## src/rtl/systolic_seq_ctrl.sv

```systemverilog
// Sequencer for a DIM x DIM systolic MAC array: clears the PEs, streams K operand vectors
// with per-lane skew and zero fill, waits for the wavefront to drain, then flags done/overflow.
module systolic_seq_ctrl #(
    parameter int unsigned DIM        = 4,
    parameter int unsigned DATA_WIDTH = 32,
    parameter int unsigned K_WIDTH    = 8
) (
    input  logic                      clk_i,
    input  logic                      rst_i,
    input  logic                      start_i,
    input  logic [K_WIDTH-1:0]        k_len_i,
    output logic                      busy_o,
    output logic                      done_o,
    output logic                      ovf_o,
    output logic                      rd_en_o,
    output logic [K_WIDTH-1:0]        rd_addr_o,
    input  logic [DIM*DATA_WIDTH-1:0] a_vec_i,
    input  logic [DIM*DATA_WIDTH-1:0] b_vec_i,
    output logic [DIM*DATA_WIDTH-1:0] left_o,
    output logic [DIM*DATA_WIDTH-1:0] up_o,
    output logic                      pe_rst_no,
    input  logic [DIM*DIM-1:0]        carry_i
);

    // 1 buffer cycle + 1 skew register + 2*(DIM-1) hops to the far corner
    localparam int unsigned DRAIN_CYCLES = 2 * DIM;
    localparam int unsigned DCNT_W       = $clog2(DRAIN_CYCLES);
    localparam logic [DCNT_W-1:0] DCNT_LAST = DCNT_W'(DRAIN_CYCLES - 1);

    typedef enum logic [2:0] {
        StIdle,
        StClear,
        StFeed,
        StDrain,
        StDone
    } state_e;

    state_e              r_state;
    logic [K_WIDTH-1:0]  r_k_len;
    logic [K_WIDTH-1:0]  r_rd_addr;
    logic [DCNT_W-1:0]   r_drain_cnt;
    logic                r_rd_en;
    logic                r_busy;
    logic                r_done;
    logic                r_ovf;
    logic                r_pe_rst_n;
    logic                r_vld;
    logic                w_carry_any;

    assign w_carry_any = |carry_i;

    always_ff @(posedge clk_i or posedge rst_i) begin
        if (rst_i) begin
            r_state     <= StIdle;
            r_k_len     <= '0;
            r_rd_addr   <= '0;
            r_drain_cnt <= '0;
            r_rd_en     <= 1'b0;
            r_busy      <= 1'b0;
            r_done      <= 1'b0;
            r_ovf       <= 1'b0;
            r_pe_rst_n  <= 1'b0;
        end else begin
            r_done <= 1'b0;
            if ((r_state inside {StFeed, StDrain, StDone}) && w_carry_any) begin
                r_ovf <= 1'b1;
            end
            unique case (r_state)
                StIdle: begin
                    r_pe_rst_n <= 1'b1;
                    if (start_i) begin
                        r_k_len    <= k_len_i;
                        r_state    <= StClear;
                        r_busy     <= 1'b1;
                        r_pe_rst_n <= 1'b0;
                        r_ovf      <= 1'b0;
                    end
                end
                StClear: begin
                    r_pe_rst_n <= 1'b1;
                    if (r_k_len != '0) begin
                        r_state   <= StFeed;
                        r_rd_en   <= 1'b1;
                        r_rd_addr <= '0;
                    end else begin
                        r_state <= StDone;
                        r_done  <= 1'b1;
                    end
                end
                StFeed: begin
                    // Compare against K-1 so K = 2^K_WIDTH-1 never needs a wider counter
                    if (r_rd_addr == r_k_len - K_WIDTH'(1)) begin
                        r_state     <= StDrain;
                        r_rd_en     <= 1'b0;
                        r_drain_cnt <= '0;
                    end else begin
                        r_rd_addr <= r_rd_addr + K_WIDTH'(1);
                    end
                end
                StDrain: begin
                    if (r_drain_cnt == DCNT_LAST) begin
                        r_state <= StDone;
                        r_done  <= 1'b1;
                    end else begin
                        r_drain_cnt <= r_drain_cnt + DCNT_W'(1);
                    end
                end
                StDone: begin
                    r_state <= StIdle;
                    r_busy  <= 1'b0;
                end
                default: r_state <= StIdle;
            endcase
        end
    end

    // Operand buffer answers one cycle after the read enable
    always_ff @(posedge clk_i or posedge rst_i) begin
        if (rst_i) begin
            r_vld <= 1'b0;
        end else begin
            r_vld <= r_rd_en;
        end
    end

    for (genvar gi = 0; gi < DIM; gi++) begin : g_lane
        logic [DATA_WIDTH-1:0] r_a_sr [gi+1];
        logic [DATA_WIDTH-1:0] r_b_sr [gi+1];

        always_ff @(posedge clk_i or posedge rst_i) begin
            if (rst_i) begin
                for (int k = 0; k <= gi; k++) begin
                    r_a_sr[k] <= '0;
                    r_b_sr[k] <= '0;
                end
            end else begin
                r_a_sr[0] <= r_vld ? a_vec_i[gi*DATA_WIDTH +: DATA_WIDTH] : '0;
                r_b_sr[0] <= r_vld ? b_vec_i[gi*DATA_WIDTH +: DATA_WIDTH] : '0;
                for (int k = 1; k <= gi; k++) begin
                    r_a_sr[k] <= r_a_sr[k-1];
                    r_b_sr[k] <= r_b_sr[k-1];
                end
            end
        end

        assign left_o[gi*DATA_WIDTH +: DATA_WIDTH] = r_a_sr[gi];
        assign up_o[gi*DATA_WIDTH +: DATA_WIDTH]   = r_b_sr[gi];
    end

    assign busy_o    = r_busy;
    assign done_o    = r_done;
    assign ovf_o     = r_ovf;
    assign rd_en_o   = r_rd_en;
    assign rd_addr_o = r_rd_addr;
    assign pe_rst_no = r_pe_rst_n;

endmodule

```

## config.mk

```make
export PLATFORM = sky130hd
export DESIGN_NAME = systolic_seq_ctrl
export DESIGN_NICKNAME = d
export VERILOG_FILES = /design/src/rtl/systolic_seq_ctrl.sv
export SDC_FILE = /design/constraint.sdc
export NUM_CORES = 1
export LEC_CHECK = 0
export CAP_MARGIN = 20
export CORE_ASPECT_RATIO = 1.25
export CORE_UTILIZATION = 40
export DETAILED_ROUTE_END_ITERATION = 8
export PLACE_DENSITY = 0.67
export SETUP_SLACK_MARGIN = 0.05
export SLEW_MARGIN = 25
export SYNTH_ARGS = -nofsm -noshare
export SYNTH_HDL_FRONTEND = slang
export SYNTH_SLANG_ARGS = --single-unit
```

## constraint.sdc

```tcl
create_clock -name clk_i -period 22.5 [get_ports clk_i]
set_input_delay 4.5 -clock clk_i [delete_from_list [all_inputs] [get_ports clk_i]]
set_output_delay 4.5 -clock clk_i [all_outputs]
set_load 0.02 [all_outputs]
```

==> out/results.md <==
• outcome: finished, final reports clean
• TNS Setup: 0 ps
• length in cells of the worst reg-to-reg path: 8
• Tot Pwr: 3.42 mW
• count of input and output buffers: 551
• end point of the critical path: g_lane[0].r_b_sr[0]$_DFF_PP0_
• Bufs and invs on worst path: 7
• clock insertion delay at the later pin of the skew report: 580 ps
• post-CTS clock slew at the launch and capture registers of the worst setup and hold paths: 60 ps
• Die Footprint: 0.0529 mm2
• clock tree root driver cell: clkbuf_16
• initial antenna violation count: 7
• proportion of total power due to net switching: 0.271
• series of cell instances along the critical path: clkdlybuf4s50_1, clkinvlp_4, buf_12, buf_6, buf_4, buf_6, buf_4
• largest family of logic cells by synthesized area: simple AND/OR/NAND/NOR gates
• global-route wire length before repair: 65400 um
• via count normalized by instance count: 4.27
• data arrival time of the critical path: 8310 ps
• smallest hold slack: 324 ps
• horizontal extent of the die: 206 um
• number of clock sinks: 668
• type of destination of the critical path: asynchronous set/reset pin
• kind of cell adding the most delay to the critical path: buffers and inverters
• detail-routed net length per standard cell: 17.9 um
• number of clock buffers inserted by TritonCTS: 67
• Die Ht: 257 um
• worst endpoint required time: 23130 ps
• power per cell area: 122 mW/mm2
• FFs w/ async S/R, synth: 1.00
• # Post-CTS Setup Buffers: 0
• Achievable Freq: 130 MHz
• clock tree from TritonCTS: done
• max-cap viol count: 0
• crit path from: rst_i
• Mapped Area: 0.0208 mm2
• peak per-stage delay on the critical path: 780 ps
• Placeable Area: 0.0514 mm2
• multiplexer share of the synthesized area: 0.00434
• basic-gate share of the synthesized area counting and, or, nand and nor cells: 0.0942
• final slew viol count: 0
• P_sw: 0.927 mW
• leakage power: 12.4 nW
• share of total power in combinational logic: 0.199
• TritonRoute pass-1 iters: 4
• Critical Path Start Type: input pin
• gpl congestion: 0.876
• sequential share of power: 0.466
• vias: 10300
• number of hold violations in the final report: 0
• Initial Utilization: 0.404
• Tot GR Track Use: 0.166
• power share of the clock group: 0.335
• synthesized-area fraction occupied by adder cells: 0.00301
• post-cts gate resize count: 0
• Avg Synthesized Cell Area: 16.1 um2
• remaining number of nets flagged by the antenna check after routing: 0
• dominant cells by area after synthesis: dfrtp_1 (80%), and2_1 (7.7%), buf_4 (6.9%), clkbuf_1 (0.65%), mux2_2 (0.43%)
• number of fill cells: 4103
• violation count after the first detailed-routing iteration: 423
• top_reg_cell synth: dfrtp_1
• number of global-route vias before repair: 11200
• most frequently used cell type in the post-synthesis netlist: dfrtp_1
• top cell type by total area after synthesis: dfrtp_1
• top cell type's share of synthesized area: 0.805
• post-layout minimum cycle time: 7680 ps
• Hold Buf Count CTS: 0
• fraction of the mapped netlist area in compound gates: 0.0134
• maximum net fanout on the critical path: 91
• post-route clock period utilization: 0.341
• I/O Pins: 552
• hpwl dp: 29500 um
• Worst Hold Launch: g_lane[3].r_a_sr[118]$_DFF_PP0_
• cell internal power dissipation: 2.50 mW
• actual transition at the worst max-transition pin: 939 ps
• Max-Slew Margin vs Limit: 0.374
• end of the worst register-to-register path: rd_addr_o[7]$_DFFE_PP0P_
• worst setup path class: input pin to asynchronous set/reset pin
• worst-case clock skew: 23.8 ps
• Hold Path Class: flop to flop
• fraction of layout cells with a size suffix above 1: 0.0759
• DRC: 0
• Syn Inst Count: 1289
• residual overflow from global routing: 0
• R2R Path Start: r_k_len[0]$_DFFE_PP0P_
• flip-flop and latch count after synthesis: 668
• count of cell instances traversed by the critical path: 7
• count of endpoints failing setup in the final report: 0
• post-synthesis xor/xnor area fraction: 0.00337
• P&R area growth vs syn: 34.9%
• CP max-delay cell: buf_4
• synth cell count leaders: dfrtp_1 (668), and2_1 (257), buf_4 (192), clkbuf_1 (36), nand2_1 (19)
• sequential element share of the synthesized area: 0.805
• Max H-tree Level: 3
• worst vdd ir: 0.0661 mV
• EDFF count, synth: 0
• largest net degree at the start of global routing: 201
• Total Routed Length: 43100 um
• internal reg-to-reg setup slack: 20190 ps
• YS warnings: 0
• unrepaired setup endpoints after global routing: no
• unique cell type count in the Yosys netlist: 41
• row count: 93
• Net count, final: 1977
• clk buf depth: 3
• Mapped Nets: 1577
==> power by group through the flow <==
stage                     clock [mW]  sequential, mW  combinational (mW)
after floorplan                    0            1.61               0.434
after global placement             0            1.61               0.674
final                           1.15            1.60               0.680
after global routing            1.23            1.63               0.730
after CTS                       1.18            1.60               0.690
after detailed placement           0            1.62               0.686
==> worst reg2reg max path, cell delays in order, from the launching register on <==
cell and delay (ps):
dfrtp_1 410, inv_1 110, ha_1 290, and3_1 210, o221ai_1 190, o41ai_1 120, o211a_4 220, or4_1 520
a21oi_1 160
==> metal layers <==
layer  routed length, um  part of all wire  global-route usage  vias up
met4                1380             0.032              0.0784        6
met2               22300              0.52               0.283      367
li1                    -                 -                   -     4649
met3                3050             0.071              0.0474       74
met5                  34           0.00079                   0        -
met1               16300              0.38               0.192     5182
==> worst min-delay path by stage <==
stage | slack, ps | endpoint | depth (start not counted)
after floorplan | 330 | g_lane[2].r_a_sr[32]$_DFF_PP0_ | 0
after global placement | 330 | up_o[64]$_DFF_PP0_ | 0
after detailed placement | 330 | g_lane[2].r_a_sr[58]$_DFF_PP0_ | 0
after CTS | 330 | g_lane[3].r_a_sr[86]$_DFF_PP0_ | 0
after global routing | 340 | g_lane[3].r_a_sr[86]$_DFF_PP0_ | 0
final | 320 | g_lane[3].r_a_sr[86]$_DFF_PP0_ | 0
==> per-stage QoR <==
stage / cell area, um2 / util / setup slack, ps / std cells
floorplan: 20800 / - / 8870 / 1289
global placement: 25600 / 0.498 / 13150 / 2283
detailed placement: 25600 / 0.498 / 13040 / 2283
CTS: 28000 / 0.543 / 13680 / 2403
global route: 28000 / 0.545 / 14210 / 2409
finish: 28000 / 0.545 / 14820 / 2409
==> cells by family after synthesis <==
logic type,after synthesis
XOR/XNOR,8
multiplexers,8
AO/OA/AOI/OAI,41
flip-flops,668
buffers and inverters,235
AND/OR/NAND/NOR,324
adder cells (fa/ha/maj),5
==> cells in the final DEF (no fill, tap or decap), types with 6 or more instances in the layout <==
master           synthesis  final
mux2_2                   8      8
clkbuf_8                 0      9
a21oi_1                 14     14
clkinv_2                 0     10
and2_1                 257    257
dfrtp_1                668    667
bufinv_16                0      8
inv_6                    0      6
clkdlybuf4s50_1          0    551
clkbuf_1                36     10
o21ai_0                  7      7
nand2_1                 19     19
nor2_1                  12     12
clkbuf_16                0     69
==> final cells by class <==
type | count | area, um2 | share of cell area
sequential | 668 | 16700 | 0.597
timing repair buffer | 560 | 5660 | 0.202
multi-input combinational | 386 | 2460 | 0.0877
clock buffer | 88 | 1890 | 0.0674
tap | 665 | 832 | 0.0297
clock inverter | 32 | 430 | 0.0154
inverter | 6 | 26.3 | 0.000938
antenna | 4 | 10.0 | 0.000357
==> flip-flops by register name, indices dropped and copies added (netlist names) <==
signal / count
r_vld: 1
rd_addr_o: 8
up_o: 96
pe_rst_no: 1
r_k_len: 8
left_o: 96
g_lane.r_b_sr: 224
ovf_o: 1
busy_o: 1
rd_en_o: 1
r_state: 3
r_drain_cnt: 3
g_lane.r_a_sr: 224
done_o: 1
Note: power is estimated with default switching activity, not from simulation.
